$ cat src/rtl/instr_decoder_pkg.sv
// Shared FunctionUnit select codes plus the small set of types and helpers
// the decoder files use to talk about instruction words.
package instr_decoder_pkg;

  // Format I (two-operand) FunctionUnit codes, word and byte flavours
  localparam logic [15:0] FS_MOV    = 16'h0040;
  localparam logic [15:0] FS_MOV_B  = 16'h0041;
  localparam logic [15:0] FS_ADD    = 16'h0050;
  localparam logic [15:0] FS_ADD_B  = 16'h0051;
  localparam logic [15:0] FS_ADDC   = 16'h0060;
  localparam logic [15:0] FS_ADDC_B = 16'h0061;
  localparam logic [15:0] FS_SUBC   = 16'h0070;
  localparam logic [15:0] FS_SUBC_B = 16'h0071;
  localparam logic [15:0] FS_SUB    = 16'h0080;
  localparam logic [15:0] FS_SUB_B  = 16'h0081;
  localparam logic [15:0] FS_CMP    = 16'h0090;
  localparam logic [15:0] FS_CMP_B  = 16'h0091;
  localparam logic [15:0] FS_DADD   = 16'h00A0;
  localparam logic [15:0] FS_DADD_B = 16'h00A1;
  localparam logic [15:0] FS_BIT    = 16'h00B0;
  localparam logic [15:0] FS_BIT_B  = 16'h00B1;
  localparam logic [15:0] FS_BIC    = 16'h00C0;
  localparam logic [15:0] FS_BIC_B  = 16'h00C1;
  localparam logic [15:0] FS_BIS    = 16'h00D0;
  localparam logic [15:0] FS_BIS_B  = 16'h00D1;
  localparam logic [15:0] FS_XOR    = 16'h00E0;
  localparam logic [15:0] FS_XOR_B  = 16'h00E1;
  localparam logic [15:0] FS_AND    = 16'h00F0;
  localparam logic [15:0] FS_AND_B  = 16'h00F1;

  // Format II (single-operand) FunctionUnit codes; SWPB/SXT/CALL/RETI are word-only
  localparam logic [15:0] FS_RRC    = 16'h0100;
  localparam logic [15:0] FS_RRC_B  = 16'h0101;
  localparam logic [15:0] FS_SWPB   = 16'h0110;
  localparam logic [15:0] FS_RRA    = 16'h0120;
  localparam logic [15:0] FS_RRA_B  = 16'h0121;
  localparam logic [15:0] FS_SXT    = 16'h0130;
  localparam logic [15:0] FS_PUSH   = 16'h0140;
  localparam logic [15:0] FS_PUSH_B = 16'h0141;
  localparam logic [15:0] FS_CALL   = 16'h0150;
  localparam logic [15:0] FS_RETI   = 16'h0160;

  // Format II opcode field values (iw[9:7])
  localparam logic [2:0] OP2_RRC  = 3'd0;
  localparam logic [2:0] OP2_SWPB = 3'd1;
  localparam logic [2:0] OP2_RRA  = 3'd2;
  localparam logic [2:0] OP2_SXT  = 3'd3;
  localparam logic [2:0] OP2_PUSH = 3'd4;
  localparam logic [2:0] OP2_CALL = 3'd5;
  localparam logic [2:0] OP2_RETI = 3'd6;
  localparam logic [2:0] OP2_BAD  = 3'd7;

  // Instruction word classes produced by the classifier
  typedef enum logic [1:0] {
    FMT_I       = 2'd0,
    FMT_II      = 2'd1,
    FMT_JUMP    = 2'd2,
    FMT_ILLEGAL = 2'd3
  } fmt_e;

  // Two-operand opcode nibble to FunctionUnit code
  function automatic logic [15:0] fsFormatI(input logic [3:0] opc, input logic bw);
    case (opc)
      4'h4:    return bw ? FS_MOV_B  : FS_MOV;
      4'h5:    return bw ? FS_ADD_B  : FS_ADD;
      4'h6:    return bw ? FS_ADDC_B : FS_ADDC;
      4'h7:    return bw ? FS_SUBC_B : FS_SUBC;
      4'h8:    return bw ? FS_SUB_B  : FS_SUB;
      4'h9:    return bw ? FS_CMP_B  : FS_CMP;
      4'hA:    return bw ? FS_DADD_B : FS_DADD;
      4'hB:    return bw ? FS_BIT_B  : FS_BIT;
      4'hC:    return bw ? FS_BIC_B  : FS_BIC;
      4'hD:    return bw ? FS_BIS_B  : FS_BIS;
      4'hE:    return bw ? FS_XOR_B  : FS_XOR;
      4'hF:    return bw ? FS_AND_B  : FS_AND;
      default: return 16'h0000;
    endcase
  endfunction

  // Single-operand opcode to FunctionUnit code; byte forms of word-only ops
  // never reach here because the classifier marks them illegal
  function automatic logic [15:0] fsFormatII(input logic [2:0] opc, input logic bw);
    case (opc)
      OP2_RRC:  return bw ? FS_RRC_B  : FS_RRC;
      OP2_SWPB: return FS_SWPB;
      OP2_RRA:  return bw ? FS_RRA_B  : FS_RRA;
      OP2_SXT:  return FS_SXT;
      OP2_PUSH: return bw ? FS_PUSH_B : FS_PUSH;
      OP2_CALL: return FS_CALL;
      OP2_RETI: return FS_RETI;
      default:  return 16'h0000;
    endcase
  endfunction

endpackage

$ cat src/rtl/instr_decoder_classify.sv
// Purely combinational look at a first instruction word: which format it is,
// whether it is illegal, and how many extension words still have to follow.
module instr_classify
  import instr_decoder_pkg::*;
(
  input  logic [15:0] iw_i,
  output fmt_e        fmt_o,
  output logic        needSrc_o,
  output logic        needDst_o,
  output logic        illegal_o
);

  // R3 always and R2 in modes 10/11 are constant generators and take no word;
  // indexed mode and immediate (@PC+) need one
  function automatic logic srcNeedsExt(input logic [3:0] reg_, input logic [1:0] as_);
    return ((as_ == 2'b01) && (reg_ != 4'd3)) || ((as_ == 2'b11) && (reg_ == 4'd0));
  endfunction

  logic [2:0] op2;
  logic       byteForm;
  logic       wordOnly;

  assign op2      = iw_i[9:7];
  assign byteForm = iw_i[6];
  assign wordOnly = (op2 == OP2_SWPB) || (op2 == OP2_SXT) ||
                    (op2 == OP2_CALL) || (op2 == OP2_RETI);

  // Classify the word, then derive extension needs only for legal operand formats
  always_comb begin
    fmt_o     = FMT_ILLEGAL;
    needSrc_o = 1'b0;
    needDst_o = 1'b0;
    if (iw_i[15:12] >= 4'd4) begin
      fmt_o = FMT_I;
    end else if (iw_i[15:13] == 3'b001) begin
      fmt_o = FMT_JUMP;
    end else if (iw_i[15:10] == 6'b000100) begin
      if ((op2 == OP2_BAD) || (byteForm && wordOnly)) fmt_o = FMT_ILLEGAL;
      else                                            fmt_o = FMT_II;
    end
    case (fmt_o)
      FMT_I: begin
        needSrc_o = srcNeedsExt(iw_i[11:8], iw_i[5:4]);
        needDst_o = iw_i[7];
      end
      FMT_II: begin
        needSrc_o = srcNeedsExt(iw_i[3:0], iw_i[5:4]);
      end
      default: begin
        needSrc_o = 1'b0;
        needDst_o = 1'b0;
      end
    endcase
  end

  assign illegal_o = (fmt_o == FMT_ILLEGAL);

endmodule

$ cat src/rtl/instr_decoder.sv
// Instruction decoder: accepts an instruction word plus up to two extension
// words, then holds the fully decoded instruction until execute takes it.
module instr_decoder
  import instr_decoder_pkg::*;
#(
  parameter logic [15:0] RESET_FS = 16'hDEAD
) (
  input  logic        clk,
  input  logic        rst_n,
  input  logic [15:0] iw,
  input  logic        iw_valid,
  output logic        iw_ready,
  output logic        issue_valid,
  input  logic        issue_ready,
  output logic [15:0] fs,
  output logic        bw,
  output logic [3:0]  src_reg,
  output logic [3:0]  dst_reg,
  output logic [1:0]  as_mode,
  output logic        ad_mode,
  output logic [15:0] src_ext,
  output logic [15:0] dst_ext,
  output logic        src_ext_vld,
  output logic        dst_ext_vld,
  output logic        is_jump,
  output logic [2:0]  jcond,
  output logic [15:0] jofs,
  output logic        illegal
);

  typedef enum logic [1:0] {
    FETCH   = 2'd0,
    SRC_EXT = 2'd1,
    DST_EXT = 2'd2,
    ISSUE   = 2'd3
  } state_e;

  state_e      state_q;
  logic        needDst_q;
  logic [15:0] fs_q, srcExt_q, dstExt_q, jofs_q;
  logic        bw_q, adMode_q, srcExtVld_q, dstExtVld_q, isJump_q, illegal_q;
  logic [3:0]  srcReg_q, dstReg_q;
  logic [1:0]  asMode_q;
  logic [2:0]  jcond_q;

  logic [15:0] fs_d, jofs_d;
  logic        bw_d, adMode_d, isJump_d, illegal_d;
  logic [3:0]  srcReg_d, dstReg_d;
  logic [1:0]  asMode_d;
  logic [2:0]  jcond_d;

  fmt_e fmt;
  logic needSrc, needDst, classIllegal;
  logic wordXfer;

  instr_classify uClassify (
    .iw_i      (iw),
    .fmt_o     (fmt),
    .needSrc_o (needSrc),
    .needDst_o (needDst),
    .illegal_o (classIllegal)
  );

  assign iw_ready    = (state_q != ISSUE);
  assign issue_valid = (state_q == ISSUE);
  assign wordXfer    = iw_valid && iw_ready;

  // Field decode of the word on iw, only captured when it arrives in FETCH
  always_comb begin
    fs_d      = RESET_FS;
    bw_d      = 1'b0;
    srcReg_d  = 4'd0;
    dstReg_d  = 4'd0;
    asMode_d  = 2'd0;
    adMode_d  = 1'b0;
    isJump_d  = 1'b0;
    jcond_d   = 3'd0;
    jofs_d    = 16'h0000;
    illegal_d = classIllegal;
    case (fmt)
      FMT_I: begin
        fs_d     = fsFormatI(iw[15:12], iw[6]);
        bw_d     = iw[6];
        srcReg_d = iw[11:8];
        adMode_d = iw[7];
        asMode_d = iw[5:4];
        dstReg_d = iw[3:0];
      end
      FMT_II: begin
        fs_d     = fsFormatII(iw[9:7], iw[6]);
        bw_d     = iw[6];
        srcReg_d = iw[3:0];
        dstReg_d = iw[3:0];
        asMode_d = iw[5:4];
      end
      FMT_JUMP: begin
        isJump_d = 1'b1;
        jcond_d  = iw[12:10];
        jofs_d   = {{5{iw[9]}}, iw[9:0], 1'b0};
      end
      default: begin
        fs_d = RESET_FS;
      end
    endcase
  end

  // Fetch/extension/issue sequencer with all decoded outputs held in registers
  always_ff @(posedge clk) begin
    if (!rst_n) begin
      state_q     <= FETCH;
      needDst_q   <= 1'b0;
      fs_q        <= RESET_FS;
      bw_q        <= 1'b0;
      srcReg_q    <= 4'd0;
      dstReg_q    <= 4'd0;
      asMode_q    <= 2'd0;
      adMode_q    <= 1'b0;
      srcExt_q    <= 16'h0000;
      dstExt_q    <= 16'h0000;
      srcExtVld_q <= 1'b0;
      dstExtVld_q <= 1'b0;
      isJump_q    <= 1'b0;
      jcond_q     <= 3'd0;
      jofs_q      <= 16'h0000;
      illegal_q   <= 1'b0;
    end else begin
      case (state_q)
        FETCH: begin
          if (wordXfer) begin
            fs_q        <= fs_d;
            bw_q        <= bw_d;
            srcReg_q    <= srcReg_d;
            dstReg_q    <= dstReg_d;
            asMode_q    <= asMode_d;
            adMode_q    <= adMode_d;
            isJump_q    <= isJump_d;
            jcond_q     <= jcond_d;
            jofs_q      <= jofs_d;
            illegal_q   <= illegal_d;
            srcExt_q    <= 16'h0000;
            dstExt_q    <= 16'h0000;
            srcExtVld_q <= 1'b0;
            dstExtVld_q <= 1'b0;
            needDst_q   <= needDst;
            if (needSrc)      state_q <= SRC_EXT;
            else if (needDst) state_q <= DST_EXT;
            else              state_q <= ISSUE;
          end
        end
        SRC_EXT: begin
          if (wordXfer) begin
            srcExt_q    <= iw;
            srcExtVld_q <= 1'b1;
            state_q     <= needDst_q ? DST_EXT : ISSUE;
          end
        end
        DST_EXT: begin
          if (wordXfer) begin
            dstExt_q    <= iw;
            dstExtVld_q <= 1'b1;
            state_q     <= ISSUE;
          end
        end
        ISSUE: begin
          if (issue_ready) state_q <= FETCH;
        end
        default: state_q <= FETCH;
      endcase
    end
  end

  assign fs          = fs_q;
  assign bw          = bw_q;
  assign src_reg     = srcReg_q;
  assign dst_reg     = dstReg_q;
  assign as_mode     = asMode_q;
  assign ad_mode     = adMode_q;
  assign src_ext     = srcExt_q;
  assign dst_ext     = dstExt_q;
  assign src_ext_vld = srcExtVld_q;
  assign dst_ext_vld = dstExtVld_q;
  assign is_jump     = isJump_q;
  assign jcond       = jcond_q;
  assign jofs        = jofs_q;
  assign illegal     = illegal_q;

endmodule

$ cat config.mk
export PLATFORM = sky130hd
export DESIGN_NAME = instr_decoder
export DESIGN_NICKNAME = d
export VERILOG_FILES = /design/src/rtl/instr_decoder_pkg.sv /design/src/rtl/instr_decoder_classify.sv /design/src/rtl/instr_decoder.sv
export SDC_FILE = /design/constraint.sdc
export NUM_CORES = 1
export LEC_CHECK = 0
export ABC_AREA = 1
export ABC_CLOCK_PERIOD_IN_PS = 2000
export CAP_MARGIN = 20
export CELL_PAD_IN_SITES_DETAIL_PLACEMENT = 1
export CELL_PAD_IN_SITES_GLOBAL_PLACEMENT = 1
export CORE_ASPECT_RATIO = 0.8
export CORE_MARGIN = 2
export CORE_UTILIZATION = 30
export DETAILED_ROUTE_END_ITERATION = 6
export PLACE_DENSITY = 0.78
export SYNTH_ARGS = -nofsm -noshare
export SYNTH_HDL_FRONTEND = slang
export SYNTH_SLANG_ARGS = --single-unit
$ cat constraint.sdc
create_clock -name clk -period 2 [get_ports clk]
set_input_delay 0.4 -clock clk [delete_from_list [all_inputs] [get_ports clk]]
set_output_delay 0.4 -clock clk [all_outputs]
set_load 0.01 [all_outputs]
==> run_results.csv <==
group,metric,value,unit
cts,cts_tree,"yes",
cts,root_buffer,"clkbuf_16",
cts,cts_buffer_depth,2,
detailed_routing,drt_pass1_iterations,4,
setup_path,worst-setup-path-type,"flip-flop to primary output",
grt,grt_max_degree,38,
detailed_routing,drc,0,
pwr,p_total,5.46,mW
cts,htreeDepth,3,
timing,fin_crit,1.90,ns
cts,path_clk_slew,0.06,ns
timing,fin_skew,0.00653,ns
detailed_routing,wl,11.5,mm
final_layout,n_fill_cell,1187,
min_path,min_path_type,"flip-flop to flip-flop",
timing,fmax,0.526,GHz
timing,hold_violations,0,
setup_path,critPathArrivalTime,1.50,ns
grt,grt_pass1_wl,17.5,mm
synth,synth.avg_cell_area,7.89,um^2
synth,synth-main-ff-cell,"dfxtp_1",
grt,grt_usage,0.212,
setup_path,startpoint_type,"flip-flop",
synth,ys_seq_area_frac,0.465,
setup_path,slowest_delay,0.53,ns
timing,rsz0062_at_grt,"no",
setup_path,worstPathCellList,"ha_1, inv_2, clkdlybuf4s50_1",
synth,syn_inst,382,
pwr,switchingPower,1.82,mW
die,core,9690,um^2
synth,ys_ff_latch,70,
timing,hold_slack,0.473,ns
detailed_routing,vias,3139,
detailed_routing,first_iter_violations,201,
cts,cts_buffers,9,
grt,first_global_vias,3231,
synth,yosysWarnings,0,
flow_run,maxCapViolations,0,
setup_path,path_buf_inv,2,
detailed_routing,via_per_inst,5.01,
grt,globalRouteOverflowTotal,0,
pwr,powerDensity,1200,nW/um^2
die,pin_count,105,
cts,cts_sinks,70,
pwr,pwr-share-clk,0.339,
status,status,"complete, no violations",
final_layout,area_delta_synth_final,51.6,%
synth,synth.distinct_cells,26,
setup_path,critPathSlowestCell,"clkdlybuf4s50_1",
final_layout,final_util,0.471,
grt,antenna_found_initial,0,
die,start_util,0.311,
timing,slew_violations,0,
final_layout,fin_cells,627,
pwr,p_seq_frac,0.317,
pwr,intPower,3.64,mW
synth,async_flop_share,0,
pwr,ir_drop,0.488,mV
final_layout,diodes,0,
pwr,power.leakage,1.74,nW
placed_design,dp_hpwl,8.44,mm
placed_design,place_inst,611,
setup_path,crit_fanout,4,
placed_design,gp_congestion,0.867,
synth,synth_edf_count,0,
detailed_routing,ant_nets,0,
detailed_routing,wl_per_cell,18.3,um
die,dieWidth,116,um
die,die_y,93.7,um
cts,clock_latency,0.33,ns
final_layout,layout.nets,511,
setup_path,critical-path-top-delay-family,"buffers and inverters",
final_layout,drive_above_1_share,0.132,
placed_design,port_buffers,101,
timing,setup_viol,0,
timing,timing.final.crit_share,0.951,
setup_path,cp-end-kind,"primary output",
pwr,swShare,0.333,
synth,netlist_area,3010,um^2
die,die_area,10900,um^2
setup_path,cp.required,1.60,ns
pwr,p_comb_frac,0.344,
die,rows,32,
==> layer usage <==
| layer | global-route usage | part of all wire | vias up |
|---|---|---|---|
| met2 | 0.350 | 0.48 | 102 |
| li1 | - | - | 1485 |
| met4 | 0.0605 | 0.0088 | 0 |
| met3 | 0.0406 | 0.057 | 13 |
| met5 | 0 | 0 | - |
| met1 | 0.282 | 0.45 | 1539 |
==> cells in the final DEF (no fill, tap or decap), types with 2 or more instances in the layout <==
cell type	netlist	routed
a22oi_1	17	17
buf_12	0	2
nor2_1	28	27
conb_1	1	3
a21oi_2	2	2
bufinv_16	0	3
nand2_1	36	36
clkinv_2	0	2
nor2_4	2	2
a21oi_1	52	52
clkbuf_16	0	9
nor2_2	2	3
ha_1	5	5
nand3_1	66	66
buf_4	18	29
o21ai_0	25	25
nand2_2	5	5
dfxtp_1	70	70
inv_1	20	20
clkdlybuf4s50_1	0	101
inv_2	4	4
==> logic make-up (layout without fill, tap and decap cells) <==
family | after synthesis | after routing | synth area share
DFF | 70 | 70 | 0.465
other | 1 | 3 | 0.00124
AOI/OAI and AO/OA | 99 | 99 | 0.183
adders and majority gates | 5 | 5 | 0.0208
and+or+nand+nor | 142 | 142 | 0.220
buffers and inverters | 65 | 172 | 0.110
==> area by class of cell <==
type,instances,area (um^2),area share
Tap cell,136,170,0.0373
Clock inverter,6,109,0.0238
Timing Repair Buffer,132,1270,0.278
Clock buffer,10,239,0.0523
Sequential cell,70,1400,0.307
Multi-Input combinational cell,249,1290,0.282
Inverter,24,90.1,0.0197
==> tightest hold or removal path, cell delays in order, from the launching register on <==
cell and delay, ns:
dfxtp_1 0.31, nand2_1 0.07, a21oi_1 0.05
==> what timing repair did <==
action	CTS	global route
endpoints found under the setup margin	0	2
setup buffers	0	0
resized for setup	0	1
hold buffers	0	0
==> synth_stat cells, types with 2 or more instances <==
| cell type | count | area, um^2 |
|---|---|---|
| nand2_2 | 5 | 31.3 |
| clkbuf_1 | 11 | 41.3 |
| nor2_1 | 28 | 105 |
| a21oi_2 | 2 | 17.5 |
| o21ai_0 | 25 | 125 |
| nand2_1 | 36 | 135 |
| inv_2 | 4 | 15.0 |
| nor2_4 | 2 | 22.5 |
| a22oi_1 | 17 | 128 |
| ha_1 | 5 | 62.6 |
| nand3_1 | 66 | 330 |
| buf_2 | 9 | 45.0 |
| inv_1 | 20 | 75.1 |
| dfxtp_1 | 70 | 1400 |
| a21oi_1 | 52 | 260 |
| buf_4 | 18 | 135 |
| nor2_2 | 2 | 12.5 |
| clkbuf_2 | 2 | 10.0 |
==> power by group through the flow <==
stage	clock network, mW	logic [mW]	registers (mW)
after floorplan	0	0.978	1.80
after global placement	0	1.80	1.75
after detailed placement	0	1.87	1.75
after CTS	1.87	1.89	1.73
after global routing	1.94	2.06	1.75
final	1.85	1.88	1.73
==> worst paths after layout <==
kind               start          end  slack [ns]  cells past startpoint
max           state_q[0]     iw_ready         0.1                      3
min          src_ext_vld  src_ext_vld        0.47                      2
max reg2reg   state_q[0]      illegal        0.24                      9
min reg2reg  src_ext_vld  src_ext_vld        0.47                      2
==> through the flow <==
step           setup TNS [ns]  setup slack, ns  area [um^2]
2_1_floorplan               0            0.461         3020
3_3_place_gp           -0.186          -0.0712         4220
3_5_place_dp           -0.988           -0.169         4220
4_1_cts                     0           0.0774         4570
5_1_grt                     0           0.0207         4570
6_report                    0           0.0977         4570
(Power assumes the default switching activity.)
==> RTL change 1: new RTL, same settings <==
Re-encode `state_e` (4 states) as one-hot, 4 bits wide.
--- a/src/rtl/instr_decoder.sv
+++ b/src/rtl/instr_decoder.sv
@@ -28,11 +28,11 @@
   output logic        illegal
 );
 
-  typedef enum logic [1:0] {
-    FETCH   = 2'd0,
-    SRC_EXT = 2'd1,
-    DST_EXT = 2'd2,
-    ISSUE   = 2'd3
+  typedef enum logic [3:0] {
+    FETCH   = 4'b0001,
+    SRC_EXT = 4'b0010,
+    DST_EXT = 4'b0100,
+    ISSUE   = 4'b1000
   } state_e;
 
   state_e      state_q;
Function: same outputs for any inputs over 4 cycles, from zero or initial values and one cycle with rst_n low; so few cycles prove little.
==> RTL change 1 against the original RTL <==
Critical path depth rose by 1; wire length grew 3.3%; sequential cell count is 2 higher; synthesized cell count rose by 6.0%; design area grew 1.0%; area after synthesis is 2.2% higher; non-clock buffer count rose by 2; clock skew rose by 0.0019 ns; setup slack worse by 0.0012 ns.
Power is not compared: it rests on default switching activity, and its combinational part moved more than twofold at a synthesized area within 25%.
==> RTL change 1: results (changes against the original RTL) <==
status: "complete, no violations"
io_buffer_count: 101  # unchanged
synth_area_leaders: "dfxtp_1, nand2_1, a21oi_1"
rr_endpoint: "dst_reg[0]"
hold_end: "dst_ext_vld"
grt_pass1_wl_mm: 18.4  # +5.1%
synth_compound_area_share_pct: 14.3  # -4.0 points
final_cell_area_um2: 4610  # +1.0%
critPathCapture: "issue_valid"
top_layer_used: "met4"
grt_pass1_vias: 3453  # +6.9%
synth_common_cells: "nand2_1, dfxtp_1, a21oi_1"
routedWlPerCell_um: 18.0  # -1.6%
p_leak_nw: 1.67
crit_path_start: "state_q[0]"
layout-drive-gt1-share_pct: 12.5  # -0.69 points
reg2reg_depth: 6  # -3
grt_max_degree: 39  # +2.6%
clkTransAtPathRegs_ns: 0.06  # about the same
place_congestion: 0.880  # +1.5%
yosys.area_share.adder_pct: 0  # -2.1 points
wl_met2_mm: 5.46  # -1.6%
critPathMaxFanout: 4  # unchanged
wl_met3_mm: 1.10  # +68%
fin_ws_ns: 0.0965  # -0.00120 ns
arrival_ns: 1.50  # about the same
synth-seq-area-share_pct: 46.8  # +0.30 points
finalClockSkew_ns: 0.00846  # +0.00193 ns
placed_cell_area_um2: 4290  # +1.8%
htreeDepth: 3  # unchanged
gr-usage-met3_pct: 5.33  # +1.3 points
met1_usage_pct: 28.9  # +0.69 points
dp_hpwl_mm: 8.46  # +0.19%
fin_cells: 658  # +4.9%
vias_per_cell: 4.98  # -0.43%
nets: 533  # +4.3%
numCtsBuffers: 9  # unchanged
dp_slack_ns: -0.0282  # +0.141 ns
synthDistinctLibCells: 28  # +7.7%
fillers: 1225  # +3.2%
grtUsageTotal_pct: 22.2  # +1.0 points
initialDrtViolationCount: 152  # -24%
whs_ns: 0.456  # -0.0167 ns
placedCellCount: 642  # +5.1%
drt-met1-wl_mm: 5.03  # -2.5%
hold_path_depth: 2  # unchanged
regToRegSetupSlack_ns: 0.27  # +0.03 ns
use_met2_pct: 35.7  # +0.69 points
min_from: "dst_ext_vld"
combPwrFrac_pct: 21.1
netlist_instances: 405  # +6.0%
## RTL change 1: changes by cell type after synthesis, moves of 3 or more
| cell | change |
|---|---|
| nor2_1 | -16 |
| nand2_1 | +62 |
| a21oi_1 | +16 |
| clkbuf_1 | -3 |
| inv_1 | -3 |
| nor2_2 | +3 |
| o21ai_0 | -14 |
| nor2_4 | +3 |
| ha_1 | -5 |
| nand2_2 | -4 |
| nand3_1 | -4 |
| inv_2 | -3 |
| a22oi_1 | -17 |
## RTL change 1: worst reg2reg max path: cells and delay by family, from the launching register on
kind                   cells  cell delay (ns)
buffers and inverters      1             0.16
AOI/OAI and AO/OA          1             0.16
and+or+nand+nor            4             0.90
DFF                        1             0.44
## RTL change 1: final cells by class
cell class                      count  area share, %
Sequential cell                    72           31.2
Multi-Input combinational cell    277           28.8
Timing Repair Buffer              134           27.8
Clock buffer                       12           5.56
Tap cell                          140           3.80
Inverter                           19           1.65
Clock inverter                      4           1.14
==> RTL change 2: new RTL, config.mk and constraints unchanged <==
Made on the original files. Change the parameter `RESET_FS` from 16'hDEAD to 16'h8000.
--- a/src/rtl/instr_decoder.sv
+++ b/src/rtl/instr_decoder.sv
@@ -3,7 +3,7 @@
 module instr_decoder
   import instr_decoder_pkg::*;
 #(
-  parameter logic [15:0] RESET_FS = 16'hDEAD
+  parameter logic [15:0] RESET_FS = 16'h8000
 ) (
   input  logic        clk,
   input  logic        rst_n,
Check against the original RTL: not equivalent (a bounded check fails within 4 cycles, from zero or initial values and one cycle with rst_n low).
==> RTL change 2 against the original RTL <==
Sequential cell count unchanged; area after synthesis is the same; core utilization shrank 1.5 points; total power fell by 7.5%; design area shrank 3.2%; hold slack got worse by 0.013 ns; wire length is 7.5% lower; cell count down 2.2%; first-iteration DRC count grew 12%; clock skew barely moved; setup slack got worse by 0.026 ns; critical path type unchanged; critical endpoint unchanged; largest cell class unchanged; highest routed layer unchanged.
==> RTL change 2: results (changes against the original RTL) <==
status: "complete, no violations"
netlist_instances: 372  # -2.6%
place_congestion: 0.834  # -3.7%
fin_ws_ns: 0.0713  # -0.0264 ns
htreeDepth: 3  # unchanged
rr_endpoint: "dst_ext[8]"
async_flop_share_pct: 0  # unchanged
regToRegSetupSlack_ns: 0.22  # -0.02 ns
min_from: "fs[15]"
synth_area_leaders: "dfxtp_1, nand3_1, a21oi_1"
via_count: 3075  # -2.0%
clk_latency_ns: 0.33  # about the same
vias_per_cell: 5.02  # +0.20%
grt_pass1_vias: 3178  # -1.6%
synth_compound_area_share_pct: 19.1  # +0.87 points
finalClockSkew_ns: 0.00628  # -0.000254 ns
arrival_ns: 1.53  # +0.03 ns
fillers: 1171  # -1.3%
grt_max_degree: 58  # +53%
final_cell_area_um2: 4420  # -3.2%
nets: 498  # -2.5%
p_leak_nw: 1.64  # -5.5%
ir_drop_mv: 0.386  # -21%
initialDrtViolationCount: 225  # +12%
io_buffer_count: 94  # -6.9%
placedCellCount: 598  # -2.1%
finalWirelength_mm: 10.6  # -7.5%
grtUsageTotal_pct: 20.1  # -1.1 points
synth_common_cells: "dfxtp_1, nand3_1, a21oi_1"
==> RTL change 2: worst max-delay path, stage by stage, from the launching register on <==
cell and delay, ns:
dfxtp_1 0.34, ha_1 0.23, inv_2 0.09, clkdlybuf4s50_1 0.54
==> RTL change 2: area by class of cell <==
class / instances / share of cell area, %
Inverter: 18 / 1.53
Timing Repair Buffer: 122 / 26.9
Clock inverter: 1 / 0.113
Multi-Input combinational cell: 252 / 30.0
Clock buffer: 14 / 5.97
Sequential cell: 70 / 31.7
Tap cell: 136 / 3.85
==> RTL change 2: power breakdown <==
| part | switching (W) | leakage, nW | internal, W |
|---|---|---|---|
| registers | 0.000129 | 0.569 | 0.00159 |
| logic | 0.00109 | 0.941 | 0.000769 |
| clock network | 0.000567 | 0.133 | 0.000899 |
==> RTL change 2: kinds of logic after synthesis <==
logic type | count (synthesis)
simple gates | 133
flops | 70
buf+inv | 59
compound gates | 104
other cells | 1
fa+ha+maj | 5
==> RTL change 2: worst min path at each step <==
stage,endpoint,slack [ns],cells past startpoint
after floorplan,src_ext_vld,0.48,2
after global placement,dst_ext_vld,0.45,2
after detailed placement,fs[15],0.45,2
after CTS,fs[15],0.46,2
after global routing,fs[15],0.48,2
final,fs[15],0.46,2
==> RTL change 2: per-layer routing <==
metal / part of all wire (%) / GRT usage, % / wire length (um)
met1: 46 / 25.9 / 4830
met3: 7.1 / 6.32 / 747
met2: 46 / 32.0 / 4880
met4: 1.3 / 6.35 / 143
met5: 0 / 0 / 0
